<file path="src/rtl/q2a03_oam_dma.sv">
`default_nettype none
// ============================================================================
// Module   : q2a03_oam_dma
// Purpose  : $4014 sprite DMA engine between the Q2A03 core and the system bus.
//            It stalls the core, copies one 256-byte page to $2004, then
//            hands the bus back to the core.
// Revision : 1.0  initial release
// ============================================================================
module q2a03_oam_dma #(
    parameter logic [15:0] DMA_REG  = 16'h4014,
    parameter logic [15:0] OAM_DATA = 16'h2004,
    parameter int          XFER_LEN = 256
) (
    input  logic        G_clock,
    input  logic        G_reset,
    input  logic        cyc_stb,
    input  logic [15:0] cpu_addr,
    input  logic [7:0]  cpu_wr_data,
    input  logic        cpu_rdwr,
    input  logic        ext_ready,
    input  logic [7:0]  bus_rd_data,
    output logic [15:0] bus_addr,
    output logic [7:0]  bus_wr_data,
    output logic        bus_rdwr,
    output logic        cpu_ready,
    output logic        dma_active
);

    localparam logic [7:0] c_LAST_IDX = 8'(XFER_LEN - 1);

    typedef enum logic [2:0] {
        S_IDLE  = 3'd0,
        S_HALT  = 3'd1,
        S_ALIGN = 3'd2,
        S_READ  = 3'd3,
        S_WRITE = 3'd4
    } state_t;

    state_t     r_state;
    logic [7:0] r_page;
    logic [7:0] r_idx;
    logic       r_odd;
    logic [7:0] r_data_q;
    logic       r_dma_active;

    logic       w_trigger;

    assign w_trigger = (cpu_addr == DMA_REG) && !cpu_rdwr;

    always_ff @(posedge G_clock or negedge G_reset) begin
        if (!G_reset) begin
            r_state      <= S_IDLE;
            r_page       <= 8'h00;
            r_idx        <= 8'h00;
            r_odd        <= 1'b0;
            r_data_q     <= 8'h00;
            r_dma_active <= 1'b0;
        end else if (cyc_stb) begin
            r_odd <= ~r_odd;
            case (r_state)
                S_IDLE: begin
                    if (w_trigger) begin
                        r_page       <= cpu_wr_data;
                        r_idx        <= 8'h00;
                        r_state      <= S_HALT;
                        r_dma_active <= 1'b1;
                    end
                end
                S_HALT: begin
                    // The core only honours RDY on reads, so writes keep us here.
                    // Parity after this strobe's toggle is ~r_odd.
                    if (cpu_rdwr) begin
                        r_state <= (~r_odd) ? S_ALIGN : S_READ;
                    end
                end
                S_ALIGN: begin
                    r_state <= S_READ;
                end
                S_READ: begin
                    r_data_q <= bus_rd_data;
                    r_state  <= S_WRITE;
                end
                S_WRITE: begin
                    if (r_idx == c_LAST_IDX) begin
                        r_state      <= S_IDLE;
                        r_dma_active <= 1'b0;
                    end else begin
                        r_idx   <= r_idx + 8'd1;
                        r_state <= S_READ;
                    end
                end
                default: begin
                    r_state      <= S_IDLE;
                    r_dma_active <= 1'b0;
                end
            endcase
        end
    end

    // Bus mux: only READ/WRITE take the bus; HALT/ALIGN still forward the stalled CPU read.
    always_comb begin
        bus_addr    = cpu_addr;
        bus_wr_data = cpu_wr_data;
        bus_rdwr    = cpu_rdwr;
        case (r_state)
            S_READ: begin
                bus_addr = {r_page, r_idx};
                bus_rdwr = 1'b1;
            end
            S_WRITE: begin
                bus_addr    = OAM_DATA;
                bus_wr_data = r_data_q;
                bus_rdwr    = 1'b0;
            end
            default: begin
                bus_addr    = cpu_addr;
                bus_wr_data = cpu_wr_data;
                bus_rdwr    = cpu_rdwr;
            end
        endcase
    end

    assign cpu_ready  = (r_state == S_IDLE) && ext_ready;
    assign dma_active = r_dma_active;

endmodule
`default_nettype wire

</file>
<file path="config.mk">
export PLATFORM = sky130hd
export DESIGN_NAME = q2a03_oam_dma
export DESIGN_NICKNAME = d
export VERILOG_FILES = /design/src/rtl/q2a03_oam_dma.sv
export SDC_FILE = /design/constraint.sdc
export NUM_CORES = 1
export LEC_CHECK = 0
export CAP_MARGIN = 25
export CORE_UTILIZATION = 44
export CTS_CLUSTER_SIZE = 25
export DETAILED_ROUTE_END_ITERATION = 7
export PLACE_DENSITY = 0.89
export SLEW_MARGIN = 20
export SYNTH_ARGS = -nofsm -noshare
export SYNTH_HDL_FRONTEND = slang
export SYNTH_SLANG_ARGS = --single-unit
export TNS_END_PERCENT = 50
</file>
<file path="constraint.sdc">
create_clock -name G_clock -period 2.4 [get_ports G_clock]
set_clock_uncertainty 0.05 [all_clocks]
set_input_delay 0.48 -clock G_clock [delete_from_list [all_inputs] [get_ports G_clock]]
set_output_delay 0.48 -clock G_clock [all_outputs]
set_load 0.02 [all_outputs]
</file>
Yosys cells after proc, flatten, opt, wreduce, memory -nomap -nowiden

Index checks and enable logic that the tools add are counted.
Widths: inputs -> output; s select.

Eq/ne operators: 10
Multiplexer cells: 14
$add $sub $neg: 1
Reduce and logical (&&, ||, !) cells: 11
Bitwise gates (word level): 2

Operator list:

| kind                 | count |
|---|---|
| $pmux 16 s2          | 1 |
| $mux 8               | 3 |
| $eq 16x15->1 const B | 1 |
| $pmux 8 s2           | 1 |
| $pmux 3 s5           | 1 |
| $add 8x1->8 const B  | 1 |
| $eq 8x8->1 const B   | 1 |
| $ne 2x2->1 const B   | 4 |
| $reduce_and 4->1     | 2 |
| $eq 3x2->1 const B   | 2 |
| $mux 3               | 2 |
| $reduce_and 3->1     | 2 |
| $eq 3x1->1 const B   | 1 |
| $eq 3x3->1 const B   | 1 |
| $logic_not 3->1      | 1 |
| $mux 1               | 3 |
| $pmux 1 s3           | 1 |
| $reduce_or 3->1      | 1 |
| $logic_and 1x1->1    | 2 |
| $mux 2               | 1 |
| $not 1->1            | 2 |
| $pmux 1 s2           | 1 |
| $reduce_and 2->1     | 1 |
| $reduce_bool 2->1    | 1 |
| $logic_not 1->1      | 1 |

Register bits after elaboration: 29
Output and inout port bits: 27
Logic and storage cells: 44
Input port bits: 37

Logic depth before layout (Yosys ltp)

Depth in word-level cells: 4
Gate-level depth with buffers: 6
Gate-level depth less buffers: 5

Least setup slack after synthesis

OpenSTA, ideal clock, no wires.

Kind: reg-to-output
Start point: reg r_state[1]
End point: out bus_addr[10]
Data required time: 1,870 ps
Slack: 424 ps
Cell stages (with the launch flop): 6
Data arrival time: 1,446 ps
Path buffers: 1
Cell sequence: dfrtp_1 nand2b_1 nor2_2 nor2_1 clkbuf_1 a22o_1

Longest elaborated chain between the ends: 2
Elaborated cells between the ends (all ways): 3
Classes of those cells: 2 x eq/ne; 1 x mux

Ends and longest elaborated chain:

| item                                            | RTL line | source |
|---|---|---|
| start, declared                                 | 39       | `state_t r_state;` |
| start signal, assigned                          | 73       | `r_state <= (~r_odd) ? S_ALIGN : S_READ;` |
| $eq 3x3->1 / $eq 3x2->1 (equally long branches) | 105      | `case (r_state)` |
| $pmux 16 s2 (*)                                 | 105      |  |
| end, declared                                   | 22       | `output logic [15:0] bus_addr,` |

Mark *: on every way between the ends. The rest lies on a longest branch, timed or not.

Final worst setup path

Start point: reg r_state[0]
End point: out bus_addr[5]

Same word-level chain as after synthesis.

==> metrics.txt <==
Period minus WS final 2.311 ns; Initial DRT Pass Iterations 4; clock slew seen by the registers of the worst setup and hold paths 0.06 ns; initial antenna violation count 0; clk_lat worst skew 0.28 ns; htree depth 2; Final Routed Wirelength 4.744 mm; Mapped Avg Cell Area 10.26 um2; Min-Delay Path Class reg2reg; Max Root-Sink Buffers 2; Clock Sinks 29; post-synth top area share 42.09%; setup TNS 0 ns; Worst Setup End Kind primary output; global-route wire length before repair 7.845 mm; fin crit share 96.29%; Synth Register Bits 29; kind of critical path reg2out; status complete, no violations; antenna cell count 0; initial DRC count 120; Max Clock Freq 432.7 MHz; endpoints failing hold 0; per-cell routed wire length 16.19 um; cell area after synthesis 0.001724 mm2; Die Footprint 0.004173 mm2; Slew HR 59.14%; crit path cell chain nor3b_4 -> nor2_1 -> buf_12 -> a22o_2 -> dlygate4sd2_1; Num CTS Buffers 5; die span in x 64.60 um; top cell type by total area after synthesis dfrtp_1; GRT overflow 0; Max-Cap Viols 0; top post-synthesis cells by area dfrtp_1 (42%), mux2_2 (10%), nand2_1 (7.6%), a22o_1 (6.6%), nand3_1 (2.3%); Chip Height 64.60 um; core area 0.003716 mm2; syn_nets 206; final setup fails 0; root buf cell clkbuf_8; post-layout util 69.29%; fin. max-slew vios 0; post-DP HPWL 3.490 mm; nets 283; critical path launch point type register; drt drc 0; CP arrival 1.78 ns; area grow syn2layout 49.35%; Critical-path top delay cell dfrtp_2; distinct cell type count after synthesis 50; largest net degree at the start of global routing 30; placed cells 286; worst slew pin tran 0.6111 ns; number of global-route vias before repair 1658; CP max FO 14; Lkg Pwr 1.191 nW; post-DR vias/cell 5.648; register area share after synthesis 42.09%; Max VDD drop 0.5452 mV; Post-DRT Antenna Nets 0; Cells after Synth 168; layout cell share with drive strength beyond 1 21.63%; Post-synth ARST share 100.0%; Post CTS Setup Buffer Count 0; count leader, synth nand2_1; Post-synth EDFFs 0; Finished Layout Cells 293; Top FF cell, synth dfrtp_1; most instantiated cells after synthesis nand2_1 (35), dfrtp_1 (29), mux2_2 (16); Synth warnings 0; Vias 1655; Worst path max stage delay 0.47 ns; unrepaired setup endpoints after global routing false; power per cell area 963.4 mW/mm2; Port Buffers 63; GRT Total Usage 25.20%; Final Wtd Congestion 0.9007; row count 22; CP required 1.87 ns; Initial Utilization 46.40%; CTS tree yes; Ports 64
[logic make-up (layout without fill, tap and decap cells)]
kind of cell,Yosys count,count (layout),share of synthesized area [%]
fa+ha+maj,1,1,0.7256
simple gates,69,69,23.66
flops,29,29,42.09
xor+xnor,1,1,0.5081
compound gates,42,42,19.88
buf+inv,10,87,2.685
mux,16,16,10.45
[final timing paths]
path	depth (start not counted)	to	from	slack, ns
worst max-delay path	5	bus_addr[5]	r_state[0]$_DFFE_PN0P_	0.09
worst min-delay path	1	r_odd$_DFFE_PN0P_	r_odd$_DFFE_PN0P_	0.42
worst max register to register	5	r_idx[2]$_DFFE_PN0P_	r_idx[0]$_DFFE_PN0P_	0.26
worst min register to register	1	r_odd$_DFFE_PN0P_	r_odd$_DFFE_PN0P_	0.42
max in group asynchronous	2	r_state[1]$_DFFE_PN0P_	G_reset	1.47
min in group asynchronous	2	r_idx[3]$_DFFE_PN0P_	G_reset	0.54
[sequential cells by signal (all words and copies together), names as in the netlist]
signal      cells
dma_active      1
r_data_q        8
r_idx           8
r_odd           1
r_page          8
r_state         3
[metal layers]
layer  vias to the layer above  track usage [%]  share of wire, %
met5                         -                0                 0
met4                         0            11.67               1.7
met3                        10            8.275               8.0
met2                        71            40.39                49
met1                       793            30.48                41
li1                        781                -                 -
[cell type report]
type / instances / area (um2)
tap: 48 / 60.06
fill: 303 / 1141
timing repair buffer: 77 / 737.0
clock buffer: 7 / 86.33
sequential: 29 / 728.2
multi-input combinational: 129 / 952.2
inverter: 3 / 11.26
[cells in the final DEF (no fill, tap or decap), types with 2 or more instances in the layout]
cell,instances
clkdlybuf4s50_1,37
buf_12,2
dfrtp_1,27
a22o_1,13
nand3_1,8
o31ai_1,2
nand4_1,2
inv_1,3
clkbuf_8,6
o22ai_1,2
nor3b_1,2
dfrtp_2,2
a31o_2,3
nor2b_1,2
o22a_1,2
o211ai_1,3
mux2_2,16
o21ai_0,5
dlygate4sd2_1,24
nor3_1,2
nor2_1,2
nand2_1,35
buf_4,11
[power breakdown]
part / internal (W) / total (W) / switching, W
Clock: 0.000227 / 0.000410 / 0.000183
Sequential: 0.000642 / 0.000808 / 0.000166
Combinational: 0.000599 / 0.00126 / 0.000663
[metrics by stage]
step	hold WS [ns]	setup slack, ns	instance area [um2]	power, W
after floorplan	0.1344	0.4241	1724	0.001564
after global placement	0.4080	0.02756	2510	0.002143
after detailed placement	0.4153	-0.02306	2510	0.002179
after CTS	0.4234	-0.09816	2571	0.002488
after global routing	0.4484	0.002681	2575	0.002631
final	0.4223	0.08894	2575	0.002481
[critical path: cells and delay by family (launching register included)]
kind | cells | cell delay (ns)
buf+inv | 2 | 0.48
flops | 1 | 0.47
compound gates | 1 | 0.20
simple gates | 2 | 0.34
[repair_timing]
action | 4_1_cts | 5_1_grt
hold buffers | 0 | 0
endpoints found under the setup margin | 26 | 2
hold endpoints to repair | 0 | 0
gates resized for setup | 28 | 2
No activity file was read; power rests on OpenSTA's default activity.
